`config.mk`:
```
export PLATFORM = sky130hd
export DESIGN_NAME = lcd_spi_write_flat
export DESIGN_NICKNAME = d
export VERILOG_FILES = /design/src/rtl/lcd_spi_write_if.sv /design/src/rtl/lcd_spi_write.sv /design/src/flat_wrapper.sv
export SDC_FILE = /design/constraint.sdc
export NUM_CORES = 1
export LEC_CHECK = 0
export ABC_CLOCK_PERIOD_IN_PS = 1910
export BUFFER_PORTS_ARGS = -buffer_cell sky130_fd_sc_hd__buf_2
export CORE_MARGIN = 10
export CORE_UTILIZATION = 50
export CTS_CLUSTER_DIAMETER = 200
export DETAILED_ROUTE_END_ITERATION = 16
export GPL_TIMING_DRIVEN = 0
export PLACE_DENSITY = 0.79
export SLEW_MARGIN = 5
export SYNTH_ARGS = -nofsm -noshare
export SYNTH_HDL_FRONTEND = slang
export SYNTH_SLANG_ARGS = --single-unit
export TNS_END_PERCENT = 50
```
`constraint.sdc`:
```
create_clock -name sys_clk -period 1.91 [get_ports sys_clk]
set_input_delay 0.191 -clock sys_clk [delete_from_list [all_inputs] [get_ports sys_clk]]
set_output_delay 0.191 -clock sys_clk [all_outputs]
set_load 0.02 [all_outputs]
```
`src/rtl/lcd_spi_write_if.sv`:
```
// Upstream write port of lcd_spi_write: level request, 9-bit {dc,byte} word, done pulse.
// Handshake: a word is taken on the sys_clk edge where the writer is idle and en_write=1;
// wr_done pulses for one cycle per taken word and is the only completion indication.
interface lcd_spi_write_if;
    logic       en_write;
    logic [8:0] wr_data;
    logic       wr_done;

    modport master (output en_write, output wr_data, input  wr_done);
    modport slave  (input  en_write, input  wr_data, output wr_done);
endinterface

```
`src/rtl/lcd_spi_write.sv`:
```
// SPI mode-0 byte writer for the LCD controller, one chip select per {dc,byte} word.
// Optional macro LCD_SPI_TX_CNT_EN adds a 16-bit completed-byte counter output tx_cnt.
module lcd_spi_write #(
    parameter int CLK_DIV = 2,
    parameter int GAP_CYC = 4
) (
    input  logic            sys_clk,
    input  logic            sys_rst_n,
    lcd_spi_write_if.slave  wr_if,
    output logic            lcd_sclk,
    output logic            lcd_mosi,
    output logic            lcd_cs_n,
    output logic            lcd_dc,
`ifdef LCD_SPI_TX_CNT_EN
    output logic [15:0]     tx_cnt,
`endif
    output logic [1:0]      dbg_state
);

    localparam int DIV_W = $clog2(CLK_DIV) + 1;
    localparam int GAP_W = $clog2(GAP_CYC) + 1;
    localparam logic [DIV_W-1:0] DIV_LAST = DIV_W'(CLK_DIV - 1);
    localparam logic [GAP_W-1:0] GAP_LAST = GAP_W'(GAP_CYC - 1);

    typedef enum logic [1:0] {IDLE, SHIFT, DONE, GAP} state_t;

    state_t           state;
    logic [DIV_W-1:0] div_cnt;
    logic [GAP_W-1:0] gap_cnt;
    logic [2:0]       bit_cnt;
    logic [6:0]       shift_reg;   // bit 7 goes straight to mosi when the word is taken
    logic             wr_done_q;

    assign wr_if.wr_done = wr_done_q;
    assign dbg_state     = state;

    always_ff @(posedge sys_clk or negedge sys_rst_n) begin
        if (!sys_rst_n) begin
            state     <= IDLE;
            div_cnt   <= '0;
            gap_cnt   <= '0;
            bit_cnt   <= '0;
            shift_reg <= '0;
            wr_done_q <= 1'b0;
            lcd_sclk  <= 1'b0;
            lcd_mosi  <= 1'b0;
            lcd_cs_n  <= 1'b1;
            lcd_dc    <= 1'b0;
`ifdef LCD_SPI_TX_CNT_EN
            tx_cnt    <= '0;
`endif
        end else begin
            case (state)
                IDLE: begin
                    if (wr_if.en_write) begin
                        shift_reg <= wr_if.wr_data[6:0];
                        lcd_mosi  <= wr_if.wr_data[7];
                        lcd_dc    <= wr_if.wr_data[8];
                        lcd_cs_n  <= 1'b0;
                        div_cnt   <= '0;
                        bit_cnt   <= '0;
                        state     <= SHIFT;
                    end
                end
                SHIFT: begin
                    if (div_cnt == DIV_LAST) begin
                        div_cnt  <= '0;
                        lcd_sclk <= ~lcd_sclk;
                        if (!lcd_sclk) begin
                            bit_cnt <= bit_cnt + 3'd1;
                        end else if (bit_cnt == 3'd0) begin
                            // bit_cnt wrapped after the 8th rising edge: this is the final falling edge
                            wr_done_q <= 1'b1;
                            lcd_cs_n  <= 1'b1;
                            state     <= DONE;
                        end else begin
                            lcd_mosi  <= shift_reg[6];
                            shift_reg <= {shift_reg[5:0], 1'b0};
                        end
                    end else begin
                        div_cnt <= div_cnt + DIV_W'(1);
                    end
                end
                DONE: begin
                    wr_done_q <= 1'b0;
                    gap_cnt   <= '0;
                    state     <= GAP;
`ifdef LCD_SPI_TX_CNT_EN
                    tx_cnt    <= tx_cnt + 16'd1;
`endif
                end
                GAP: begin
                    if (gap_cnt == GAP_LAST) begin
                        state <= IDLE;
                    end else begin
                        gap_cnt <= gap_cnt + GAP_W'(1);
                    end
                end
                default: state <= IDLE;
            endcase
        end
    end

endmodule

```
`src/flat_wrapper.sv`:
```
// flat-port wrapper written by rule: the top's interface ports become plain ports
module lcd_spi_write_flat 
#(
    parameter int CLK_DIV = 2,
    parameter int GAP_CYC = 4
)
  (sys_clk, sys_rst_n, lcd_sclk, lcd_mosi, lcd_cs_n, lcd_dc, dbg_state, wr_if_en_write, wr_if_wr_data, wr_if_wr_done);
  lcd_spi_write_if wr_if_i ();
  input  logic sys_clk;
  input  logic sys_rst_n;
  output logic lcd_sclk;
  output logic lcd_mosi;
  output logic lcd_cs_n;
  output logic lcd_dc;
  output logic [1:0] dbg_state;
  input wire logic [$bits(wr_if_i.en_write)-1:0] wr_if_en_write;
  input wire logic [$bits(wr_if_i.wr_data)-1:0] wr_if_wr_data;
  output wire logic [$bits(wr_if_i.wr_done)-1:0] wr_if_wr_done;
  assign wr_if_i.en_write = wr_if_en_write;
  assign wr_if_i.wr_data = wr_if_wr_data;
  assign wr_if_wr_done = wr_if_i.wr_done;
  lcd_spi_write #(.CLK_DIV(CLK_DIV), .GAP_CYC(GAP_CYC)) u_core (.sys_clk(sys_clk), .sys_rst_n(sys_rst_n), .wr_if(wr_if_i), .lcd_sclk(lcd_sclk), .lcd_mosi(lcd_mosi), .lcd_cs_n(lcd_cs_n), .lcd_dc(lcd_dc), .dbg_state(dbg_state));
endmodule
```
After elaboration in Yosys (flattened, before gate mapping)
Index checks and enable logic that the tools add are counted.
W data, S select, Z words.
{"block": "word_totals", "reg_bits": 22, "out_inout_bits": 7, "word_cells": 72}
{"block": "classes", "add_sub_neg": 3, "n_eq_ne": 13, "n_mux": 31, "bitwise": 1, "n_reduce_logical": 14}
{"operator": "$mux W7", "count": 4}
{"operator": "$reduce_and A5 Y1", "count": 3}
{"operator": "$mux W2", "count": 7}
{"operator": "$pmux W7 S2", "count": 1}
{"operator": "$mux W3", "count": 4}
{"operator": "$pmux W3 S2", "count": 2}
{"operator": "$mux W1", "count": 8}
{"operator": "$ne A2 B1 Y1 const B", "count": 4}
{"operator": "$ne A2 B2 Y1 const B", "count": 4}
{"operator": "$pmux W2 S4", "count": 1}
{"operator": "$reduce_and A2 Y1", "count": 4}
{"operator": "$reduce_and A4 Y1", "count": 2}
{"operator": "$add A3 B1 Y3 const B", "count": 2}
{"operator": "$pmux W1 S2", "count": 3}
{"operator": "$reduce_bool A2 Y1", "count": 3}
{"operator": "$eq A2 B1 Y1 const B", "count": 2}
{"operator": "$eq A2 B2 Y1 const B", "count": 2}
{"operator": "$pmux W2 S2", "count": 1}
{"operator": "$eq A3 B2 Y1 const B", "count": 1}
{"operator": "$logic_not A3 Y1", "count": 1}
{"operator": "$add A2 B1 Y2 const B", "count": 1}
{"operator": "$logic_not A2 Y1", "count": 1}
{"operator": "$not A1 Y1", "count": 1}

Longest topological paths before layout
Gate-level depths: netlist (run 1).
{"block": "logic_depth", "word_depth": 5, "mapped_depth": 7, "mapped_depth_nobuf": 6}

Least setup slack after synthesis (run 1)
No wires, ideal clock.
{"block": "synth_timing", "path_kind": "register -> register", "start": "register u_core.state[0] (netlist: u_core.dbg_state[0])", "end": "register u_core.lcd_mosi", "setup_ps": 128, "arrival_time_ps": 1648, "required_ps": 1782, "setup_slack_ps": 134, "stages_incl_launch_ff": 7, "period_less_slack_ps": 1776, "cell_sequence": "dfrtp_1 inv_1 ha_1 mux2i_1 a21oi_4 nand2_2 mux2_1"}
{"block": "synth_via", "elab_chain_len": 3, "word_cells_on_any_way": 9, "cone_classes": "eq/ne (5); mux (1); reduce/logical (3)"}
{"element": "start, declared", "line_no": "lcd_spi_write.sv:27", "text": "state_t state;"}
{"element": "start signal, assigned", "line_no": "lcd_spi_write.sv:39", "text": "state <= IDLE;"}
{"element": "start signal, assigned", "line_no": "lcd_spi_write.sv:62", "text": "state <= SHIFT;"}
{"element": "start signal, assigned", "line_no": "lcd_spi_write.sv:75", "text": "state <= DONE;"}
{"element": "$eq A2 B1 Y1 / $logic_not A2 Y1 (equally long branches)", "line_no": "lcd_spi_write.sv:53", "text": "case (state)"}
{"element": "$ne A2 B2 Y1 (no source line) (tied with other cells)"}
{"element": "$reduce_and A5 Y1 (no source line)"}
{"element": "end signal, assigned", "line_no": "lcd_spi_write.sv:57", "text": "lcd_mosi <= wr_if.wr_data[7];"}
{"element": "end signal, assigned", "line_no": "lcd_spi_write.sv:77", "text": "lcd_mosi <= shift_reg[6];"}
{"element": "end, declared", "line_no": "lcd_spi_write.sv:11", "text": "output logic lcd_mosi,"}
Several ways; a longest one is shown, not always the timed one.
A chain may end at the register's enable or synchronous reset.

Final worst setup path (run 1)
{"block": "layout_timing", "start": "register u_core.state[1] (netlist: u_core.dbg_state[1])", "end": "register u_core.lcd_mosi"}
The elaborated chain is that of the path after synthesis.

==> results of run 1 <==
==> area by class of cell <==
cell class	count	area [µm²]	share of cell area (%)
Clock buffer	4	26.3	1.89
Buffer	5	33.8	2.43
Multi-Input combinational cell	78	598	43.1
Timing Repair Buffer	20	120	8.66
Sequential cell	22	552	39.8
Tap cell	28	35.0	2.52
Inverter	6	22.5	1.62
==> report_power, final <==
part           internal (mW)  leakage (nW)  switching [mW]
sequential             0.679         0.268           0.138
clock                 0.0813        0.0150           0.136
combinational          0.635         0.350           0.789
==> synthesized netlist by cell type (3+ instances only) <==
cell type	number
dfrtp_1	21
a21oi_1	8
ha_1	8
mux2i_1	8
nand2_1	8
a31oi_1	6
inv_1	6
a22o_1	5
nor2_1	5
buf_2	4
mux2_2	3
nand2b_1	3
nor2b_1	3
==> through the flow <==
| stage | total power [mW] | instance area (µm²) | hold WS, ps | setup WS (ps) | cells |
|---|---|---|---|---|---|
| floorplan | 1.84 | 1190 | -105 | 134 | 111 |
| global placement | 2.10 | 1320 | 175 | 116 | 157 |
| detailed placement | 2.15 | 1320 | 176 | 43.9 | 157 |
| CTS | 2.37 | 1360 | 114 | 27.6 | 162 |
| global route | 2.70 | 1390 | 99.6 | 0.193 | 163 |
| finish | 2.46 | 1390 | 115 | 139 | 163 |
==> cell families after synthesis <==
group	after synthesis	synth area share [%]
compound gates	28	16.1
simple gates	27	11.8
flops	22	46.2
mux	13	11.4
buf+inv	11	4.51
fa+ha+maj	8	8.39
xor+xnor	2	1.47
==> worst min-delay path by stage <==
stage	from	to	slack (ps)
after floorplan	sys_rst_n	u_core.bit_cnt[0]$_DFFE_PN0P_	-100
after global placement	sys_rst_n	u_core.shift_reg[3]$_DFFE_PN0P_	170
after detailed placement	sys_rst_n	u_core.shift_reg[5]$_DFFE_PN0P_	180
after CTS	wr_if_wr_data[0]	u_core.shift_reg[0]$_DFFE_PN0P_	110
after global routing	wr_if_wr_data[0]	u_core.shift_reg[0]$_DFFE_PN0P_	100
final	wr_if_wr_data[0]	u_core.shift_reg[0]$_DFFE_PN0P_	110
==> critical path, stage by stage (launching register included) <==
cell      delay, ps
dfrtp_1         450
inv_1           100
ha_2            260
clkbuf_4        250
mux2_1          330
mux2_1          280
==> what timing repair did <==
action	CTS	global route
setup buffers	0	1
hold endpoints to repair	21	0
hold buffers	1	0
gates resized for setup	0	4
setup endpoints to repair	0	6
==> layer usage <==
metal	part of all wire, %	vias up	track usage, %
li1	-	446	-
met1	45	441	12.6
met2	50	23	18.5
met3	4.5	2	3.22
met4	0.73	0	4.68
met5	0	-	0
==> summary.md, run 1 <==
| Metric | Value |
|---|---|
| Status | completed |
| First drt pass iteration count | 4 |
| Via count | 912 |
| Buffers added on ports | 18 |
| Setup violators final | 0 |
| Worst slew pin tran | 476 ps |
| Nets | 156 |
| GRT Overall Usage | 11.0% |
| Synth warnings | 0 |
| HP Class | input pin to flip-flop |
| Max FFs per register | 7 |
| Post-Syn Area per Cell | 10.8 µm² |
| Critical path origin | u_core.dbg_state[1]$_DFFE_PN0P_ |
| Slew margin rel. | 68.3% |
| Syn Inst Count | 111 |
| Vias in the first global route | 970 |
| Fin util | 62.1% |
| Io pins | 19 |
| # DRC | 0 |
| Clock transition at path regs | 110 ps |
| Vias per std cell | 5.60 |
| Root buffer cell | clkbuf_4 |
| Core area | 2230 µm² |
| Synth top area share | 44.0% |
| Fillers | 191 |
| Synth-to-layout area growth | 16.2% |
| Leading area contributor after synthesis | dfrtp_1 |
| Reg2Reg Setup Slack | 140 ps |
| Hold path depth | 2 |
| Reg2reg start | u_core.dbg_state[1]$_DFFE_PN0P_ |
| DR WL/cell | 14.3 µm |
| Most frequent cells in the layout | buf_2 (21), dfrtp_1 (21), nand2_1 (8), a21oi_1 (8) |
| DIE AREA | 4740 µm² |
| Startpoint Class | flip-flop |
| R2R Path End | u_core.lcd_mosi$_DFFE_PN0P_ |
| Final TNS setup | 0 ps |
| Worst-case clock skew | 10.8 ps |
| Synthesized flop and latch total | 22 |
| Share of layout cells above drive strength 1 | 26.7% |
| Synth Net Count | 131 |
| DP HPWL | 1790 µm |
| Critical path class | flip-flop to flip-flop |
| Post-Syn Area | 1190 µm² |
| Crit-path max FO | 10 |
| Minimum clock period | 1770 ps |
| Required @ worst endpoint | 2100 ps |
| Slew Viols, Final | 0 |
| Chip height | 68.9 µm |
| # clock sinks | 22 |
| Largest net degree at the start of global routing | 23 |
| Standard-cell rows | 17 |
| Worst ir drop on vdd | 0.00116 V |
| Die W | 68.9 µm |
| Global-route wire length before repair | 4070 µm |
| Post-synthesis sequential area ratio | 46.2% |
| CP endpoint kind | flip-flop |
| Final Hold Fails | 0 |
| DRT antenna net count | 0 |
| CP endpoint | u_core.lcd_mosi$_DFFE_PN0P_ |
| EDFF count, synth | 0 |
| Crit path DAT | 1960 ps |
| RSZ-0062 raised after global routing | no |
| Starting DRT DRC Count | 27 |
| PwrDens | 1770 nW/µm² |
| Ys async rst share | 100% |
| Clock buffer depth | 2 |
| Top cells by area, synth | dfrtp_1 (44%), ha_1 (8.4%), mux2i_1 (6.7%), a22o_1 (3.7%), a21oi_1 (3.4%) |
| Global placement routability congestion | 0.744 |
| H-tree depth | 1 |
| Diode count | 0 |
| Routed WL | 2330 µm |
| Skew-Pair Late Insertion Delay | 300 ps |
| Maxcap violations | 0 |
| Initial antenna violation count | 0 |
| GRT overflow | 0 |
| Synth cell types | 31 |
| TritonCTS Buffers | 3 |
| Leak Pwr | 0.633 nW |
| CTS tree | yes |
| Initial Util | 53.4% |
| Final Cycle Share | 92.7% |
| Synth Flop Type | dfrtp_1 |
| Register-to-Register Path Depth | 5 |
| Fmax | 0.565 GHz |
No activity file was read; power rests on OpenSTA's default activity.
==> run 2: changes to the inputs <==
==> constraint.sdc (replaced) <==
create_clock -name sys_clk -period 1.91 [get_ports sys_clk]
set_input_delay 0.382 -clock sys_clk [delete_from_list [all_inputs] [get_ports sys_clk]]
set_output_delay 0.382 -clock sys_clk [all_outputs]
set_load 0.02 [all_outputs]
==> run 2 against run 1 <==
- power barely moved
- final cell count is 0.61% lower
- fmax decreased by 0.20%
- non-clock buffer count down 1
- clock power about the same
- routed wire length shrank 0.21%
- core utilization is 0.45 points lower
- die area unchanged
- sequential share of layout area rose by 0.29 points
- clock-buffer cell count unchanged
- combinational power about the same
- register-to-register slack is essentially flat
- largest cell class unchanged
==> summary.md, run 2 (synthesis gave the netlist of run 1 again) <==
| Metric | Value |
|---|---|
| Via count | 902 |
| Nets | 155 |
| Worst-case clock skew | 10.8 ps |
| Global-route wire length before repair | 4050 µm |
| Vias per std cell | 5.57 |
| CP endpoint kind | flip-flop |
| GRT overflow | 0 |
| Global routing usage on met2 | 18.5% |
| DP HPWL | 1790 µm |
| # clock sinks | 22 |
| Setup violators final | 0 |
| Starting DRT DRC Count | 34 |
| Max FFs per register | 7 |
| Root buffer cell | clkbuf_4 |
| Standard-cell rows | 17 |
| Io pins | 19 |
| Global placement routability congestion | 0.744 |
| Most frequent cells in the layout | buf_2 (21), dfrtp_1 (21), nand2_1 (8), a21oi_1 (8) |
| Vias in the first global route | 964 |
| Final Cycle Share | 92.9% |
| Status | completed |
| Critical path class | flip-flop to flip-flop |
| Crit-path max FO | 10 |
| Met1 Use GR | 12.5% |
| Final Hold Fails | 0 |
| Largest net degree at the start of global routing | 23 |
| Final TNS setup | 0 ps |
| PwrDens | 1780 nW/µm² |
| Hold-fix buffers at CTS | 0 |
| Routed WL | 2330 µm |
| Worst ir drop on vdd | 0.00116 V |
| Die W | 68.9 µm |
| First drt pass iteration count | 4 |
| Share of layout cells above drive strength 1 | 26.9% |
| HP Class | input pin to async pin |
| Diode count | 0 |
| Clock transition at path regs | 120 ps |
| Crit path DAT | 1960 ps |
| Register-to-Register Path Depth | 5 |
| RSZ-0062 raised after global routing | no |
| Initial antenna violation count | 0 |
| Slew Viols, Final | 0 |
| Leak Pwr | 0.629 nW |
| # DRC | 0 |
| Fmax | 0.564 GHz |
| Required @ worst endpoint | 2100 ps |
| DR WL/cell | 14.4 µm |
| Synth-to-layout area growth | 15.4% |
| Startpoint Class | flip-flop |
| Minimum clock period | 1770 ps |
| Chip height | 68.9 µm |
| TritonCTS Buffers | 3 |
| Initial Util | 53.4% |
| Maxcap violations | 0 |
| CTS tree | yes |
| H-tree depth | 1 |
| Total chip power | 2.46 mW |
| Worst slew pin tran | 473 ps |
| DIE AREA | 4740 µm² |
| Buffers added on ports | 18 |
| Core area | 2230 µm² |
| GRT Overall Usage | 10.9% |
| GRT met3 Usage | 3.22% |
| Slew margin rel. | 68.5% |
| Clock buffer depth | 2 |
| Busiest grt layer | met2 |
| Skew-Pair Late Insertion Delay | 300 ps |
| DRT antenna net count | 0 |
-- run 2: cell count changes in the layout (fill, tap and decap cells not counted) --
cell,before,now
dlygate4sd3_1,1,0
-- run 2: layout make-up --
cell class | instances | area (µm²)
fill | 192 | 856
clock buffer | 4 | 26.3
timing repair buffer | 19 | 110
tap | 28 | 35.0
inverter | 6 | 22.5
multi-input combinational | 78 | 598
sequential | 22 | 552
buffer | 5 | 33.8
-- run 2: power by group --
group,total [mW],internal (mW),switching (mW)
Sequential,0.817,0.679,0.138
Clock,0.217,0.0813,0.136
Combinational,1.42,0.633,0.789
-- run 2: routing by layer --
layer  vias up  part of all wire [%]
met5         -                     0
li1        444                     -
met1       435                    45
met4         0                  0.73
met2        21                    50
met3         2                   4.3
-- run 2: worst paths after layout --
| check | from | end | slack, ps |
|---|---|---|---|
| setup / recovery | u_core.dbg_state[1]$_DFFE_PN0P_ | u_core.lcd_mosi$_DFFE_PN0P_ | 140 |
| hold / removal | sys_rst_n | u_core.shift_reg[4]$_DFFE_PN0P_ | 10 |
| setup reg to reg | u_core.dbg_state[1]$_DFFE_PN0P_ | u_core.lcd_mosi$_DFFE_PN0P_ | 140 |
| hold reg to reg | u_core.lcd_mosi$_DFFE_PN0P_ | u_core.lcd_mosi$_DFFE_PN0P_ | 500 |
| max in group asynchronous | sys_rst_n | u_core.lcd_cs_n$_DFFE_PN1P_ | 1540 |
| min in group sys_clk | wr_if_wr_data[0] | u_core.shift_reg[0]$_DFFE_PN0P_ | 310 |
-- run 2: what timing repair did --
| action | in CTS | in global routing |
|---|---|---|
| gates resized for setup | 0 | 4 |
| hold endpoints to repair | 0 | 0 |
| setup buffers | 0 | 1 |
| setup endpoints to repair | 0 | 6 |
-- run 2: worst max-delay path, cell delays in order, from the launching register on --
cell	delay (ps)
dfrtp_1	450
inv_1	100
ha_2	270
clkbuf_4	260
mux2_1	330
mux2_1	280
-- run 2: per-stage QoR --
stage          hold WS, ps  setup WS [ps]  std cells  cell area [µm²]  utilization (%)
6_report              9.55            135        162             1380             61.7
4_1_cts               24.2           27.6        161             1350             60.2
3_3_place_gp           366            116        157             1320             59.0
3_5_place_dp           367           43.9        157             1320             59.0
5_1_grt               21.2          0.193        162             1380             61.7
2_1_floorplan         86.4            134        111             1190                -
